`src/rtl/if_id_pkg.sv`:
```
// rtl/if_id_pkg.sv - shared defaults and entry type for the IF->ID pipeline register
package if_id_pkg;

  localparam int unsigned IF_ID_INSTR_W   = 32;
  localparam int unsigned IF_ID_PC_W      = 32;
  localparam logic [31:0] IF_ID_NOP_INSTR = 32'h0000_0000;

  // One fetched instruction travelling from fetch to decode.
  typedef struct packed {
    logic [IF_ID_INSTR_W-1:0] instr;
    logic [IF_ID_PC_W-1:0]    pc4;
  } if_id_entry_t;

endpackage

```
`src/rtl/sat_counter.sv`:
```
// rtl/sat_counter.sv - saturating up-counter with synchronous active-low clear
module sat_counter #(
  parameter int unsigned CNT_W = 16
) (
  input  logic             clk,
  input  logic             rst_n,
  input  logic             inc,
  output logic [CNT_W-1:0] cnt
);

  logic [CNT_W-1:0] cnt_q;
  logic [CNT_W-1:0] cnt_d;

  // Count up on inc, sticking at all-ones instead of wrapping.
  always_comb begin
    cnt_d = cnt_q;
    if (inc && (cnt_q != {CNT_W{1'b1}})) begin
      cnt_d = cnt_q + CNT_W'(1);
    end
  end

  // Counter register; only reset clears it.
  always_ff @(posedge clk) begin
    if (!rst_n) begin
      cnt_q <= '0;
    end else begin
      cnt_q <= cnt_d;
    end
  end

  assign cnt = cnt_q;

endmodule

```
`src/rtl/if_id_stage.sv`:
```
// rtl/if_id_stage.sv - IF->ID pipeline register with handshake, optional skid entry, flush and stall counter
module if_id_stage
  import if_id_pkg::*;
#(
  parameter int unsigned        INSTR_W   = IF_ID_INSTR_W,
  parameter int unsigned        PC_W      = IF_ID_PC_W,
  parameter bit                 SKID      = 1'b1,
  parameter logic [INSTR_W-1:0] NOP_INSTR = INSTR_W'(IF_ID_NOP_INSTR),
  parameter int unsigned        CNT_W     = 16
) (
  input  logic               clk,
  input  logic               rst_n,
  input  logic               flush,
  input  logic               in_valid,
  output logic               in_ready,
  input  logic [INSTR_W-1:0] in_instr,
  input  logic [PC_W-1:0]    in_pc4,
  output logic               out_valid,
  input  logic               out_ready,
  output logic [INSTR_W-1:0] out_instr,
  output logic [PC_W-1:0]    out_pc4,
  output logic [CNT_W-1:0]   stall_cnt
);

  // Same layout as if_id_entry_t, sized by this instance's parameters.
  typedef struct packed {
    logic [INSTR_W-1:0] instr;
    logic [PC_W-1:0]    pc4;
  } entry_t;

  entry_t in_entry;
  entry_t out_entry_q;
  entry_t out_entry_d;
  entry_t skid_entry;
  logic   out_valid_q;
  logic   out_valid_d;
  logic   skid_valid;
  logic   in_xfer;
  logic   out_load;
  logic   skid_load;

  assign in_entry  = '{instr: in_instr, pc4: in_pc4};
  assign in_xfer   = in_valid && in_ready;
  // Output register may take new data when it is empty or being consumed.
  assign out_load  = !out_valid_q || out_ready;
  // Only reachable with a skid entry: input accepted while output is stalled.
  assign skid_load = !out_load && in_xfer;

  generate
    if (SKID) begin : g_skid
      entry_t skid_entry_q;
      entry_t skid_entry_d;
      logic   skid_valid_q;
      logic   skid_valid_d;

      // Skid captures the input behind a stalled output; drains when output frees up.
      always_comb begin
        skid_valid_d = skid_valid_q;
        skid_entry_d = skid_entry_q;
        if (flush) begin
          skid_valid_d = 1'b0;
        end else if (skid_load) begin
          skid_valid_d = 1'b1;
          skid_entry_d = in_entry;
        end else if (out_load) begin
          skid_valid_d = 1'b0;
        end
      end

      // Skid register.
      always_ff @(posedge clk) begin
        if (!rst_n) begin
          skid_valid_q <= 1'b0;
          skid_entry_q <= '0;
        end else begin
          skid_valid_q <= skid_valid_d;
          skid_entry_q <= skid_entry_d;
        end
      end

      assign skid_valid = skid_valid_q;
      assign skid_entry = skid_entry_q;
      // Registered ready: fetch is never combinationally coupled to decode.
      assign in_ready   = !skid_valid_q;
    end else begin : g_no_skid
      assign skid_valid = 1'b0;
      assign skid_entry = '0;
      assign in_ready   = !out_valid_q || out_ready;
    end
  endgenerate

  // Output register: flush empties it, otherwise refill from skid first, then input.
  always_comb begin
    out_valid_d = out_valid_q;
    out_entry_d = out_entry_q;
    if (flush) begin
      out_valid_d = 1'b0;
    end else if (out_load) begin
      if (skid_valid) begin
        out_valid_d = 1'b1;
        out_entry_d = skid_entry;
      end else if (in_xfer) begin
        out_valid_d = 1'b1;
        out_entry_d = in_entry;
      end else begin
        out_valid_d = 1'b0;
      end
    end
  end

  // Output register.
  always_ff @(posedge clk) begin
    if (!rst_n) begin
      out_valid_q <= 1'b0;
      out_entry_q <= '{instr: NOP_INSTR, pc4: '0};
    end else begin
      out_valid_q <= out_valid_d;
      out_entry_q <= out_entry_d;
    end
  end

  assign out_valid = out_valid_q;
  assign out_instr = out_valid_q ? out_entry_q.instr : NOP_INSTR;
  assign out_pc4   = out_entry_q.pc4;

  sat_counter #(
    .CNT_W(CNT_W)
  ) u_stall_cnt (
    .clk  (clk),
    .rst_n(rst_n),
    .inc  (out_valid_q && !out_ready),
    .cnt  (stall_cnt)
  );

endmodule

```
`config.mk`:
```
export PLATFORM = sky130hd
export DESIGN_NAME = if_id_stage
export DESIGN_NICKNAME = d
export VERILOG_FILES = /design/src/rtl/if_id_pkg.sv /design/src/rtl/sat_counter.sv /design/src/rtl/if_id_stage.sv
export SDC_FILE = /design/constraint.sdc
export NUM_CORES = 1
export LEC_CHECK = 0
export BUFFER_PORTS_ARGS = -buffer_cell sky130_fd_sc_hd__buf_2
export CORE_AREA = 5 5 140 142
export CTS_BUF_LIST = sky130_fd_sc_hd__clkbuf_16
export DETAILED_ROUTE_END_ITERATION = 6
export DIE_AREA = 0 0 145 147
export PLACE_DENSITY = 0.62
export SLEW_MARGIN = 5
export SYNTH_ARGS = -nofsm -noshare
export SYNTH_HDL_FRONTEND = slang
export SYNTH_HIERARCHICAL = 1
export SYNTH_SLANG_ARGS = --single-unit
```
`constraint.sdc`:
```
create_clock -name clk -period 4.7 [get_ports clk]
set_input_delay 0.94 -clock clk [delete_from_list [all_inputs] [get_ports clk]]
set_output_delay 0.94 -clock clk [all_outputs]
set_load 0.05 [all_outputs]
```
== After elaboration in Yosys (flattened, before gate mapping) ==
Index checks and enable logic that the tools add are counted.
Storage, ports and cells
  register bits: 146
  bits in latches: 0
  memory bits (writable): 0
  ROM bits: 0
  input bits: 69
  output and inout bits: 82
  logic and storage cells: 32
  memories kept: 0
Operators by class
  $add $sub $neg: 1
  multiply operators: 0
  div/mod/pow operators: 0
  order comparisons: 0
  eq/ne operators: 1
  shift-type cells: 0
  mux-type cells: 7
  bitwise operators: 2
  reductions and logical operators: 14
Operators by type and width (count)
  2-to-1 mux 64 bit: 2
  2-to-1 mux 32 bit: 1
  adder 16 x 1 -> 16 bit (second input constant): 1
  inequality test 16 bit (second input constant): 1
  logical AND 1 bit: 4
  logical NOT 1 bit: 4
  2-to-1 mux 1 bit: 4
  nonzero test 2 bit: 2
  AND reduction 3 bit: 1
  inverter 1 bit: 2
  AND reduction 2 bit: 1
  OR reduction 2 bit: 1
  logical OR 1 bit: 1

== Longest topological paths before layout ==
  word-level depth: 5
  gate-level depth with buffers: 6
  gate-level depth less buffers: 6

== Hierarchy ==
The synthesis kept the hierarchy.
By module, submodules not included
  if_id_stage: times used 1, cells an instance 647, area each 6263.5 µm², sequential area each 2602.5 µm²
  sat_counter: times used 1, cells an instance 97, area each 837.1 µm², sequential area each 320.3 µm²

== Worst setup path before layout ==
OpenSTA, ideal clock, no wires.
  path kind: register to output
  start: register out_valid_q (netlist: out_valid)
  end: output out_instr[10]
  arrival time: 1.419 ns
  data required time: 3.760 ns
  setup slack: 2.341 ns
  cell stages (with the launch flop): 3
  path buffers: 1
  path through: dfxtp_1 -> clkbuf_1 -> and2_1
On the way
  cells in the longest elaborated chain, start to end: 1
Ends and longest elaborated chain
  from (decl): RTL line if_id_stage.sv:35  | logic out_valid_q;
  from (signal assigned): RTL line if_id_stage.sv:117  | out_valid_q <= out_valid_d;
  2-to-1 mux 32 bit: RTL line if_id_stage.sv:123  | assign out_instr = out_valid_q ? out_entry_q.instr : NOP_INSTR;
  to (decl): RTL line if_id_stage.sv:20  | output logic [INSTR_W-1:0] out_instr,
No other way between the ends.

== Final worst setup path ==
  start: register g_skid.skid_valid_q
  end: output in_ready
On the way
  cells in the longest elaborated chain, start to end: 1
Ends and longest elaborated chain
  from (decl): RTL line if_id_stage.sv:53  | logic skid_valid_q;
  from (signal assigned): RTL line if_id_stage.sv:76  | skid_valid_q <= skid_valid_d;
  logical NOT 1 bit: RTL line if_id_stage.sv:84  | assign in_ready = !skid_valid_q;
  to (decl): RTL line if_id_stage.sv:15  | output logic in_ready,
No other way between the ends.

==> results_dict.tcl <==
set metrics [dict create \
    post-route-min-period_ps 3100 \
    cts_made_buffers 17 \
    grt_max_degree 105 \
    first_global_vias 5242 \
    synth_cell_types 41 \
    cp_top_family "buffers and inverters" \
    cp.arrival_ps 2160 \
    vdd_drop_max_uv 236 \
    cp.required_ps 3760 \
    wl_per_cell_um 15.3 \
    final_hold_viol_count 0 \
    fin_worst_skew_ps 6.75 \
    use_met3_pct 3.70 \
    vias_per_cell 5.04 \
    ctsRootBufferMaster "clkbuf_16" \
    cts_tree "yes" \
    clk_pin_slew_ps 60 \
    synth_common_cells "dfxtp_1 (146), nand2_1 (138), mux2i_1 (131), nand3_1 (70), o211a_1 (65)" \
    clockBufferDepth 2 \
    cp_slowest_cell "dfxtp_4" \
    stdcell_count 1075 \
    initial_utilization_pct 38.7 \
    async_flop_share_pct 0 \
    synth_cells 744 \
    drc 0 \
    die_x_um 145 \
    setup_tns_ps 0 \
    hold_path.class "register to register" \
    synth_area_leaders "dfxtp_1 (41%), mux2i_1 (18%), o211a_1 (9.2%), nand2_1 (7.3%), nand3_1 (4.9%)" \
    htreeDepth 4 \
    track_usage_pct 15.1 \
    crit_path_max_fanout 36 \
    diodes 0 \
    synth_top_area_cell "dfxtp_1" \
    die-area_um2 21300 \
    max_slew.worst_pin.slew_ps 1250 \
    crit_chain "buf_4, inv_1, buf_2" \
    drtPass1Iterations 4 \
    cpPeakStageDelay_ps 720 \
    hpwl_um 10500 \
    post_cts_buffers 0 \
    synth_edf_count 0 \
    maxClockFrequency_ghz 0.323 \
    leakagePower_nw 3.77 \
    place_congestion 0.742 \
    rsz0062_at_grt "no" \
    grt_pass1_wl_um 26900 \
    clkSinkCount 146 \
    antenna_found_initial 0 \
    synth_seq_cells 146 \
    die_h_um 147 \
    grt_most_used_layer "met2" \
    portBuffers 150 \
    ys.flop_type "dfxtp_1" \
    crit_buf_inv 3 \
    dp.cells 1043 \
    syn_to_final_growth_pct 14.2 \
    cts_resized 0 \
    ant_nets 0 \
    cap_violations 0 \
    std_cell_rows 50 \
    status "complete, no violations" \
    grt_overflow 0 \
    relSlewSlack_pct 16.0 \
    vias 5419 \
    ys_seq_area_share_pct 41.2 \
    fillerInstances 1838 \
    syn_area_per_cell_um2 9.54 \
    period_share_pct 65.9 \
    timing_worst_setup_path_type "register to output pin" \
    syn_nets 814 \
    wl_um 16400 \
    nNetsFinal 898 \
    synth_most_common_cell "dfxtp_1" \
    grtUsageMet1_pct 20.3 \
    power_density_nw_per_um2 354 \
    syn-cell-area_um2 7100 \
    worstSkewPairLatency_ps 410 \
    yosys_warnings 6 \
    core_um2 18300 \
    io_pins 151 \
    worst_setup_path_start_kind "register" \
    drtIter0Drc 253 \
    drive_gt1_share_pct 23.7 \
    final-max-slew-violation-count 0 \
    finalSetupViolations 0 \
    met2_usage_pct 23.8 \
    endpoint_kind "output pin" \
    yosys.area.top_type_share_pct 41.2 \
    hold_buffers 0 \
    total_power_mw 2.87 \
]
final cells by class:
type | instances | area (um^2) | share of cell area (%)
Multi-Input combinational cell | 499 | 3500 | 43.1
Sequential cell | 146 | 2930 | 36.1
Timing Repair Buffer | 158 | 817 | 10.1
Clock buffer | 17 | 425 | 5.25
Tap cell | 234 | 293 | 3.61
Clock inverter | 15 | 125 | 1.54
Inverter | 6 | 22.5 | 0.278
registers in the layout (all words and copies together) (netlist names):
| name | count |
|---|---|
| out_entry_q | 32 |
| out_valid | 1 |
| g_skid.skid_valid_q | 1 |
| g_skid.skid_entry_q | 64 |
| out_pc4 | 32 |
| u_stall_cnt/cnt | 16 |
metrics by stage:
stage	instance area (um^2)	utilization [%]	worst slack [ps]	hold WS (ps)
after floorplan	7100	-	2340	434
after global placement	7560	41.2	1700	441
after detailed placement	7560	41.2	1650	447
after CTS	8110	44.2	1530	458
after global routing	8110	44.2	1430	471
final	8110	44.2	1600	455
final timing paths:
kind                           startpoint                 endpoint  slack [ps]  cells after the start
hold reg to reg   g_skid.skid_entry_q[50]  g_skid.skid_entry_q[50]         450                      2
setup / recovery      g_skid.skid_valid_q                 in_ready        1600                      3
hold / removal    g_skid.skid_entry_q[50]  g_skid.skid_entry_q[50]         450                      2
setup reg to reg      g_skid.skid_valid_q               out_pc4[2]        2320                      4
worst min-delay path, cell delays in order, from the launching register on:
cell	delay, ps
dfxtp_1	310
nand2_1	50
mux2i_1	50
layout by cell type, fill, tap and decap left out, types with 4 or more instances in the layout:
| cell | count |
|---|---|
| and2_1 | 32 |
| nand2_1 | 138 |
| or4_1 | 5 |
| clkbuf_16 | 17 |
| nor2_1 | 6 |
| nand3_1 | 70 |
| o211a_1 | 65 |
| o31ai_1 | 5 |
| buf_4 | 8 |
| a21oi_1 | 10 |
| mux2i_1 | 131 |
| buf_2 | 149 |
| o21ai_0 | 4 |
| inv_1 | 5 |
| dfxtp_1 | 145 |
routing by layer:
metal,routed length (um),vias up
li1,-,2755
met1,7820,2546
met2,7630,104
met3,755,14
met4,204,0
met5,0,-
kinds of logic (layout without fill, tap and decap cells):
kind of cell	count (synthesis)	in the layout	share of synthesized area, %
buf+inv	99	196	9.59
mux	131	131	18.5
flops	146	146	41.2
simple gates	277	277	19.2
fa+ha+maj	1	1	0.176
xor+xnor	2	2	0.247
compound gates	88	88	11.2
where the power goes:
part	total (mW)	internal, mW	leakage, nW	switching [mW]
logic	0.303	0.0996	2.31	0.204
clock network	1.26	0.690	0.266	0.570
registers	1.30	1.28	1.19	0.0235
total	2.87	2.07	3.77	0.797
No activity file was read; power rests on OpenSTA's default activity.
